===== config.mk =====
export PLATFORM = sky130hd
export DESIGN_NAME = n_bit_sequential_multiplier
export DESIGN_NICKNAME = d
export VERILOG_FILES = /design/src/rtl/n_bit_sequential_multiplier.sv
export SDC_FILE = /design/constraint.sdc
export NUM_CORES = 1
export LEC_CHECK = 0
export ABC_AREA = 1
export CAP_MARGIN = 20
export CORE_MARGIN = 8
export CORE_UTILIZATION = 40
export CTS_CLUSTER_DIAMETER = 40
export DETAILED_ROUTE_END_ITERATION = 7
export SYNTH_ARGS = -nofsm -noshare
export SYNTH_HDL_FRONTEND = slang
export SYNTH_SLANG_ARGS = --single-unit
export TNS_END_PERCENT = 1

===== constraint.sdc =====
create_clock -name clk -period 4.5 [get_ports clk]
set_input_delay 0.9 -clock clk [delete_from_list [all_inputs] [get_ports clk]]
set_output_delay 0.9 -clock clk [all_outputs]
set_load 0.02 [all_outputs]

===== src/rtl/n_bit_sequential_multiplier.sv =====
// Iterative shift-add multiplier retiring K multiplier bits per cycle, with valid/ready on both sides.
// Optional SEQ_MULT_EARLY_TERM_EN: finish as soon as the remaining multiplier bits are all zero.
module n_bit_sequential_multiplier #(
  parameter int unsigned N = 8,
  parameter int unsigned K = 1
) (
  input  logic             clk,
  input  logic             reset,
  input  logic             in_valid,
  output logic             in_ready,
  input  logic [N-1:0]     A,
  input  logic [N-1:0]     B,
  input  logic             is_signed,
  output logic             out_valid,
  input  logic             out_ready,
  output logic [2*N-1:0]   PROD
);

  localparam int unsigned C  = N / K;
  localparam int unsigned PW = 2 * N;
  localparam int unsigned CW = $clog2(C + 1);

  typedef enum logic [1:0] {IDLE, BUSY, DONE} state_t;

  state_t          state_q, state_d;
  logic [PW-1:0]   a_sh_q, a_sh_d;
  logic [N-1:0]    b_sh_q, b_sh_d;
  logic            neg_q, neg_d;
  logic [PW-1:0]   acc_q, acc_d;
  logic [CW-1:0]   iter_q, iter_d;
  logic [PW-1:0]   prod_q, prod_d;
  logic            out_valid_q, out_valid_d;
  logic [N-1:0]    a_mag, b_mag;
  logic            busy_done;

  assign in_ready  = (state_q == IDLE) && !reset;
  assign out_valid = out_valid_q;
  assign PROD      = prod_q;

  // Operand magnitudes; the most negative value maps to 2^(N-1), which fits in N unsigned bits.
  assign a_mag = (is_signed && A[N-1]) ? (~A + N'(1)) : A;
  assign b_mag = (is_signed && B[N-1]) ? (~B + N'(1)) : B;

  // Next-state and datapath update
  always_comb begin
    state_d     = state_q;
    a_sh_d      = a_sh_q;
    b_sh_d      = b_sh_q;
    neg_d       = neg_q;
    acc_d       = acc_q;
    iter_d      = iter_q;
    prod_d      = prod_q;
    busy_done   = 1'b0;
    case (state_q)
      IDLE: begin
        if (in_valid && in_ready) begin
          a_sh_d  = PW'(a_mag);
          b_sh_d  = b_mag;
          neg_d   = is_signed && (A[N-1] ^ B[N-1]);
          acc_d   = '0;
          iter_d  = '0;
          state_d = BUSY;
        end
      end
      BUSY: begin
        // Multiplicand is kept pre-shifted, so it already carries the K*iter weighting.
        acc_d  = acc_q + a_sh_q * PW'(b_sh_q[K-1:0]);
        a_sh_d = a_sh_q << K;
        b_sh_d = b_sh_q >> K;
        iter_d = iter_q + CW'(1);
`ifdef SEQ_MULT_EARLY_TERM_EN
        busy_done = (b_sh_d == '0) || (iter_q == CW'(C - 1));
`else
        busy_done = (iter_q == CW'(C - 1));
`endif
        if (busy_done) begin
          prod_d  = neg_q ? (~acc_d + PW'(1)) : acc_d;
          state_d = DONE;
        end
      end
      DONE: begin
        if (out_ready) state_d = IDLE;
      end
      default: state_d = IDLE;
    endcase
    out_valid_d = (state_d == DONE);
  end

  always_ff @(posedge clk or posedge reset) begin
    if (reset) begin
      state_q     <= IDLE;
      a_sh_q      <= '0;
      b_sh_q      <= '0;
      neg_q       <= 1'b0;
      acc_q       <= '0;
      iter_q      <= '0;
      prod_q      <= '0;
      out_valid_q <= 1'b0;
    end else begin
      state_q     <= state_d;
      a_sh_q      <= a_sh_d;
      b_sh_q      <= b_sh_d;
      neg_q       <= neg_d;
      acc_q       <= acc_d;
      iter_q      <= iter_d;
      prod_q      <= prod_d;
      out_valid_q <= out_valid_d;
    end
  end

endmodule


==> Word level (Yosys, flattened, before mapping) <==
Cells that the tools add are included.
{ "totals": {"inputBits": 21, "word_cells": 49, "register_bits": 64} }
{ "op_classes": {"bitwise": 4, "muxes": 15, "mul": 1, "n_reduce_logical": 11, "add_sub_neg": 5, "n_eq_ne": 5} }
{ "op_table": {"columns": ["operator", "n"], "rows": [
  ["$pmux 16 s2", 2],
  ["$mux 16", 3],
  ["$mux 8", 3],
  ["$add 16x1->16 const B", 1],
  ["$add 16x16->16", 1],
  ["$add 8x1->8 const B", 2],
  ["$mul 16x1->16", 1],
  ["$not 16->16", 1],
  ["$not 8->8", 2],
  ["$pmux 8 s2", 1],
  ["$pmux 4 s2", 1],
  ["$mux 2", 3],
  ["$pmux 2 s3", 1],
  ["$reduce_and 2->1", 3],
  ["$logic_and 1x1->1", 5],
  ["$add 4x1->4 const B", 1],
  ["$eq 2x2->1 const B", 2],
  ["$eq 4x3->1 const B", 1],
  ["$mux 4", 1],
  ["$eq 2x1->1 const B", 1],
  ["$logic_not 2->1", 1],
  ["$ne 2x1->1 const B", 1],
  ["$reduce_bool 2->1", 1],
  ["$logic_not 1->1", 1],
  ["$xor 1x1->1", 1]
]} }

==> Longest topological paths before layout <==
Gate-level depths: netlist of the first run.
{ "logic_depth": {"word_depth": 6, "depth_mapped": 20, "mapped_depth_nobuf": 18} }

==> Worst setup path before layout of the first run <==
No wires, ideal clock.
{ "synth_timing": {"kind": "register -> register", "from": "register b_sh_q[0]", "to": "register prod_q[10] (netlist: PROD[10])", "required_ns": 4.372, "path_stages_with_launch": 19, "slack_ns": 1.712, "n_path_buf": 2, "synth_period_minus_slack_ns": 2.788, "t_arrival_ns": 2.660, "cell_sequence": "dfrtp_1 -> clkbuf_1 -> clkbuf_1 -> nand2_1 -> inv_1 -> ha_1 -> fa_1 -> inv_1 -> ha_1 -> inv_1 -> a21oi_1 -> nand3_1 -> nor2_2 -> nand2_2 -> nor2_4 -> nand2_1 -> nand2_2 -> xor2_1 -> o21ai_1"} }
{ "synth_between": {"elab_chain_len": 5} }
{ "synth_lines": {"columns": ["element", "line_no", "rtl"], "rows": [
  ["start, declared", "27", "logic [N-1:0] b_sh_q, b_sh_d;"],
  ["start signal, assigned", "102", "b_sh_q <= b_sh_d;"],
  ["$mul 16x1->16 (*)", "67", "acc_d = acc_q + a_sh_q * PW'(b_sh_q[K-1:0]);"],
  ["$add 16x16->16 (*)", "67", null],
  ["$not 16->16", "77", "prod_d = neg_q ? (~acc_d + PW'(1)) : acc_d;"],
  ["$add 16x1->16", "77", null],
  ["$mux 16 (*)", "77", null],
  ["end signal, assigned", "106", "prod_q <= prod_d;"],
  ["end, declared", "31", "logic [PW-1:0] prod_q, prod_d;"]
]} }
Every way passes the cells marked *; elsewhere a longest branch is shown, timed or not.
A chain may end at the register's enable or synchronous reset.

==> Worst setup path after layout of the first run <==
{ "layout_timing": {"from": "input port reset", "to": "output port in_ready"} }
{ "layout_between": {"elab_chain_len": 2} }
{ "layout_lines": {"columns": ["element", "line_no", "rtl"], "rows": [
  ["start, declared", "8", "input logic reset,"],
  ["$logic_not 1->1 (no line)", null, null],
  ["$logic_and 1x1->1", "36", "assign in_ready = (state_q == IDLE) && !reset;"],
  ["end, declared", "10", "output logic in_ready,"]
]} }
Every way passes these cells.

==> impl_metrics.toml, run 1 <==
[timing]
fin_crit_sh_pct = 68.7
fin_skew_ps = 7.46
setup_violations = 0
fmax_ghz = 0.323
drv_slew = 0
worstMarginPinSlew_ps = 993
fin_crit_ps = 3090
finalSetupTns_ps = 0
finalHoldViolCount = 0
finalWorstSetupSlack_ps = 1410
rsz0062_at_grt = "no"
maxSlewHeadroom_pct = 33.8

[min_path]
min-delay-start = "acc_q[3]$_DFFE_PP0P_"
hp-class = "flop to flop"
holdPathEnd = "acc_q[3]$_DFFE_PP0P_"
hold_depth = 2

[critical_path]
crit_chain = "clkdlybuf4s50_1, nor3_1, clkdlybuf4s50_1"
path_depth = 3
crit_slowest_cell = "clkdlybuf4s50_1"
start_kind = "input pin"
worstReg2RegStart = "b_sh_q[0]$_DFFE_PP0P_"
r2r-end = "PROD[12]$_DFFE_PP0P_"
crit_required_ps = 3600
crit_path_frequent_cell = "clkdlybuf4s50_1"
critPathBufInv = 2
cpPeakStageDelay_ps = 650
cp-end-kind = "output port"
path_max_fanout = 2
critPathTopFamily = "buffers and inverters"
r2r.worst_path.cells = 18
arrival_ps = 2190
r2r_slack_ps = 1480
path_class = "input pin to output port"

[run_status]
outcome = "complete, no violations"

[synth]
yosysUniqueCellTypes = 37
yosys.area_share.xor_xnor_pct = 2.46
synth_top_family_by_area = "simple AND/OR/NAND/NOR gates"
synth.mux.area_fraction_pct = 0
synth_compound_area_share_pct = 11.2
synth_edf_count = 0
synth_area_sq_um = 4270
avgSynthCellArea_sq_um = 7.10
synth_nets = 642
ys_top_cells_by_area = "dfrtp_1 (38%), nand2_1 (17%), inv_1 (7.9%), ha_1 (5.6%), nand2_2 (3.7%)"
yosys_warnings = 0
synthArstFlopShare_pct = 100
yosysTopAreaCell = "dfrtp_1"
synth_adder_area_share_pct = 6.04
synth_cells = 601
synth-simple-area-share_pct = 33.3
yosysSeqAreaShare_pct = 37.5
ys.flop_type = "dfrtp_1"
yosys_register_bits = 64
synth_top_cell_area_share_pct = 37.5

[layout]
fillCellCount = 1034
syn_to_final_growth_pct = 17.4
drive_gt1_share_pct = 9.02
stdcell_area_sq_um = 5010
diodes = 0
finalNetCount = 681
multiInputGateArea_sq_um = 2260
seq_area_sq_um = 1600

[power]
power_w = 0.00368
ir_worst_vdd_mv = 0.251
power_density_nw_per_um2 = 735
cellLeakagePower_nw = 2.62

[detailed_routing]
drt-total-wl_microns = 10800
first_iter_violations = 186
first_pass_iters = 5
via_count = 3864
viasPerCell = 4.96
routedWlPerCell_microns = 13.8
drtAntennaViolNets = 0
drc = 0

[clocking]
path_clk_slew_ps = 60
cts_tree = "done"
clock_path_buffers = 2
htree_levels = 3
cts_setup_buffers = 0
ctsRootBufferMaster = "clkbuf_8"
clock_sinks = 64
cts_buffers = 9
cts_hold_buf = 0
cts_resized = 0
clkLatencyLatePin_ps = 340

[global_route]
overflow = 0
grt_pass1_wl_microns = 18300
antenna_found_initial = 0
grt_max_degree = 42
grt_usage_pct = 15.8
grt_pass1_vias = 3829

[floorplan]
start_util_pct = 41.3
num_io_pins = 39
die_h_microns = 119
die_w_microns = 119
rows = 37
core-area_sq_um = 10300
die_area_sq_um = 14200

[place]
port_buffers = 38
hpwlAfterDp_microns = 8340
pre_cts_slack_ps = 1160
gp_congestion = 0.854
place_area_sq_um = 4790

[job]
drv_cap = 0
-- metal layers --
layer  share of wire [%]  GRT usage (%)  routed length, microns  vias to the layer above
met4                 1.3           5.31                     142                        0
met5                   0              0                       0                        -
met2                  47           26.1                    5080                       60
met1                  48           20.4                    5170                     1793
met3                 3.5           3.02                     373                       13
li1                    -              -                       -                     1998
-- cell usage in the layout, fill, tap and decap left out, types with 7 or more instances in the layout --
| cell | Yosys | layout |
|---|---|---|
| nand2_1 | 197 | 197 |
| inv_1 | 90 | 89 |
| dfrtp_1 | 64 | 64 |
| clkdlybuf4s50_1 | 0 | 38 |
| nor2_1 | 36 | 36 |
| o21ai_0 | 30 | 30 |
| nand3_1 | 30 | 30 |
| nand2_2 | 25 | 25 |
| ha_1 | 19 | 19 |
| a21oi_1 | 15 | 15 |
| xor2_1 | 10 | 10 |
| clkbuf_8 | 0 | 9 |
| a31oi_1 | 7 | 7 |
| o22ai_1 | 7 | 7 |
-- worst max path at each step --
stage / start / endpoint / slack [ps]
2_1_floorplan: b_sh_q[0]$_DFFE_PP0P_ / PROD[10]$_DFFE_PP0P_ / 1710
3_5_place_dp: reset / b_sh_q[2]$_DFFE_PP0P_ / 1160
4_1_cts: reset / in_ready / 1400
3_3_place_gp: reset / b_sh_q[7]$_DFFE_PP0P_ / 1260
5_1_grt: b_sh_q[0]$_DFFE_PP0P_ / PROD[12]$_DFFE_PP0P_ / 1160
6_report: reset / in_ready / 1410
-- synthesized netlist by cell type, drive strengths merged, types with 2 or more instances --
cell type and number:
nand3 34, dfrtp 64, nor3b 2, a21oi 16, inv 91, and2 2, o311ai 2, a31oi 7
o22ai 7, xor2 10, nand4 5, clkbuf 10, xnor2 2, buf 4, nand3b 4, o221ai 6
ha 19, o211ai 6, nor2 41, nor3 5, o21ai 33, nand2 225
-- final cells by class --
cell class              count  area share (%)
flip-flops and latches     64            32.0
multi-input cells         432            45.2
well taps                 136            3.40
repair buffers             42            8.19
clock inverters             4            1.90
inverters                  91            6.82
clock buffers              10            2.55
-- through the flow --
stage	util, %	hold slack [ps]	std cells
after floorplan	-	441	601
after global placement	46.4	465	765
after detailed placement	46.4	465	765
after CTS	48.5	483	779
after global routing	48.5	509	779
final	48.5	482	779
-- cell families after synthesis --
kind of cell / Yosys count
AO/OA/AOI/OAI: 80
XOR/XNOR: 12
adder cells (fa/ha/maj): 20
flip-flops: 64
buffers and inverters: 105
AND/OR/NAND/NOR: 320
-- report_power, final --
group	leakage, nW	internal, W	total (W)	switching [W]
clock network	0.112	0.000361	0.000577	0.000216
registers	0.817	0.000823	0.00101	0.000182
logic	1.69	0.000756	0.00210	0.00135
-- worst register-to-register path, delay by kind of cell (launching register included) --
kind,cells,cell delay (ps)
AND/OR/NAND/NOR,10,920
adder cells (fa/ha/maj),3,860
AO/OA/AOI/OAI,2,270
buffers and inverters,3,240
flip-flops,1,680
-- flip-flops by register name, summed over array words and instances (netlist names) --
signal / flops
neg_q: 1
state_q: 2
out_valid: 1
b_sh_q: 8
acc_q: 16
iter_q: 4
a_sh_q: 16
PROD: 16
No activity file was read; power rests on OpenSTA's default activity.
==> inputs of run 2 (changes only) <==
==> constraint.sdc (replaced) <==
create_clock -name clk -period 2.5 [get_ports clk]
set_input_delay 0.5 -clock clk [delete_from_list [all_inputs] [get_ports clk]]
set_output_delay 0.5 -clock clk [all_outputs]
set_load 0.02 [all_outputs]
==> run 2 against run 1 <==
  * Combinational power grew 110%
  * Total power grew 93%
  * Setup slack lost 1400 ps
  * Clock skew grew 5.8 ps
  * Via count grew 4.8%
  * Core utilization grew 3.2 points
  * Sequential power grew 73%
  * Critical path type is now flop to flop
  * Largest cell class unchanged
  * Largest power group unchanged
==> impl_metrics.toml, run 2 (synthesized netlist as in run 1, its figures left out) <==
[critical_path]
path_max_fanout = 5
crit_required_ps = 2740
r2r_slack_ps = 9
worstReg2RegStart = "b_sh_q[0]$_DFFE_PP0P_"
path_depth = 16
cp-end-kind = "flop"
r2r-end = "PROD[15]$_DFFE_PP0P_"
r2r.worst_path.cells = 16
path_class = "flop to flop"
critPathTopFamily = "simple AND/OR/NAND/NOR gates"
cpPeakStageDelay_ps = 450
crit_slowest_cell = "fa_2"
arrival_ps = 2730
critPathBufInv = 2
crit_path_start = "b_sh_q[0]$_DFFE_PP0P_"
crit_chain = "nand2_1, inv_2, ha_4, fa_2, inv_2, nand2_2, a21oi_2, nand3_1, nor2_2, nand3_2, nor2_4, nand2_2, nand2_4, nand4_1, nand3_1, nand2_1"
start_kind = "flop"

[timing]
fin_hold_ws_ps = 473
rsz0062_at_grt = "yes"
drv_slew = 0
finalHoldViolCount = 0
finalSetupTns_ps = 0
fin_skew_ps = 13.2
maxSlewHeadroom_pct = 62.1
fin_crit_ps = 2490
setup_violations = 0
fmax_ghz = 0.401
worstMarginPinSlew_ps = 568
fin_crit_sh_pct = 99.7

[power]
ir_worst_vdd_mv = 0.524
power_density_nw_per_um2 = 1330
cellLeakagePower_nw = 2.74

[job]
drv_cap = 0

[detailed_routing]
drtAntennaViolNets = 0
routedWlPerCell_microns = 13.7
viasPerCell = 5.02
first_pass_iters = 5
drt-total-wl_microns = 11000
via_count = 4049
drc = 0
first_iter_violations = 195

[global_route]
overflow = 0
grt_max_degree = 32
antenna_found_initial = 0
grt_pass1_wl_microns = 18500
grt_pass1_vias = 3985
grt_usage_pct = 15.8

[min_path]
hp-class = "flop to flop"
holdPathEnd = "iter_q[3]$_DFFE_PP0P_"
min-delay-start = "iter_q[3]$_DFFE_PP0P_"
hold_depth = 1

[floorplan]
start_util_pct = 41.3
core-area_sq_um = 10300
die_area_sq_um = 14200
die_h_microns = 119
die_w_microns = 119
rows = 37
num_io_pins = 39

[run_status]
outcome = "complete, no violations"

[clocking]
cts_buffers = 9
cts_hold_buf = 0
htree_levels = 3
clock_path_buffers = 2
path_clk_slew_ps = 80
ctsRootBufferMaster = "clkbuf_8"
clock_sinks = 64
cts_tree = "done"
clkLatencyLatePin_ps = 340

[layout]
fillCellCount = 1007
syn_to_final_growth_pct = 25.1
finalNetCount = 707
layout_commonest_cell = "nand2_1"
seq_area_sq_um = 1600
mostFrequentLayoutCells = "nand2_1 (190), inv_1 (86), dfrtp_1 (64)"
drive_gt1_share_pct = 17.1
multiInputGateArea_sq_um = 2400
diodes = 0

[place]
hpwlAfterDp_microns = 8570
gp_congestion = 0.881
port_buffers = 38
==> run 2: changes by cell type in the layout (fill, tap and decap cells not counted), moves of 4 or more <==
cell     change
nor2_1       -4
buf_4       +25
ha_1         -8
nand2_1      -7
nand2_2      +5
ha_4         +5
==> run 2: worst max-delay path by stage <==
stage | slack [ps] | endpoint
after detailed placement | -50 | PROD[14]$_DFFE_PP0P_
after CTS | 3 | PROD[15]$_DFFE_PP0P_
after global placement | 10 | PROD[12]$_DFFE_PP0P_
final | 9 | PROD[15]$_DFFE_PP0P_
after floorplan | -100 | PROD[10]$_DFFE_PP0P_
after global routing | -120 | PROD[15]$_DFFE_PP0P_
==> run 2: area by class of cell <==
type / count / area share, %
timing repair buffer: 68 / 11.6
clock inverter: 6 / 1.27
multi-input combinational: 432 / 45.0
clock buffer: 10 / 2.58
inverter: 91 / 6.40
tap: 136 / 3.19
sequential: 64 / 30.0
==> run 2: worst reg2reg max path, delay by kind of cell, from the launching register on <==
| family | cells | cell delay [ps] |
|---|---|---|
| simple gates | 11 | 1110 |
| fa+ha+maj | 2 | 600 |
| flops | 1 | 390 |
| compound gates | 1 | 150 |
| buf+inv | 2 | 140 |
==> run 2: where the power goes <==
group / switching (W) / internal [W] / leakage [nW]
Clock: 0.000424 / 0.000491 / 0.0989
Combinational: 0.00270 / 0.00175 / 1.82
Sequential: 0.000267 / 0.00148 / 0.817
==> run 2: timing repair <==
item / CTS / global route
setup buffers: 0 / 2
cloned: 0 / 0
resized for setup: 2 / 29
pin swaps: 2 / 10
endpoints found under the hold margin: 0 / 0
setup endpoints to repair: 4 / 9
==> run 2: metrics by stage <==
stage	setup slack [ps]	cells	total power [W]	cell area (sq um)	util, %
global route	-122	807	0.00774	5340	51.7
detailed placement	-49.1	789	0.00594	4990	48.3
finish	8.63	807	0.00711	5340	51.7
CTS	3.46	805	0.00689	5200	50.4
global placement	12.5	789	0.00588	4990	48.3
floorplan	-100	601	0.00458	4300	-
==> run 2: routing by layer <==
metal	part of all wire, %	vias to the layer above	GRT usage (%)
met5	0	-	0
met4	1.2	0	4.92
met3	3.6	12	2.03
met2	48	75	26.9
met1	47	1917	20.3
li1	-	2045	-
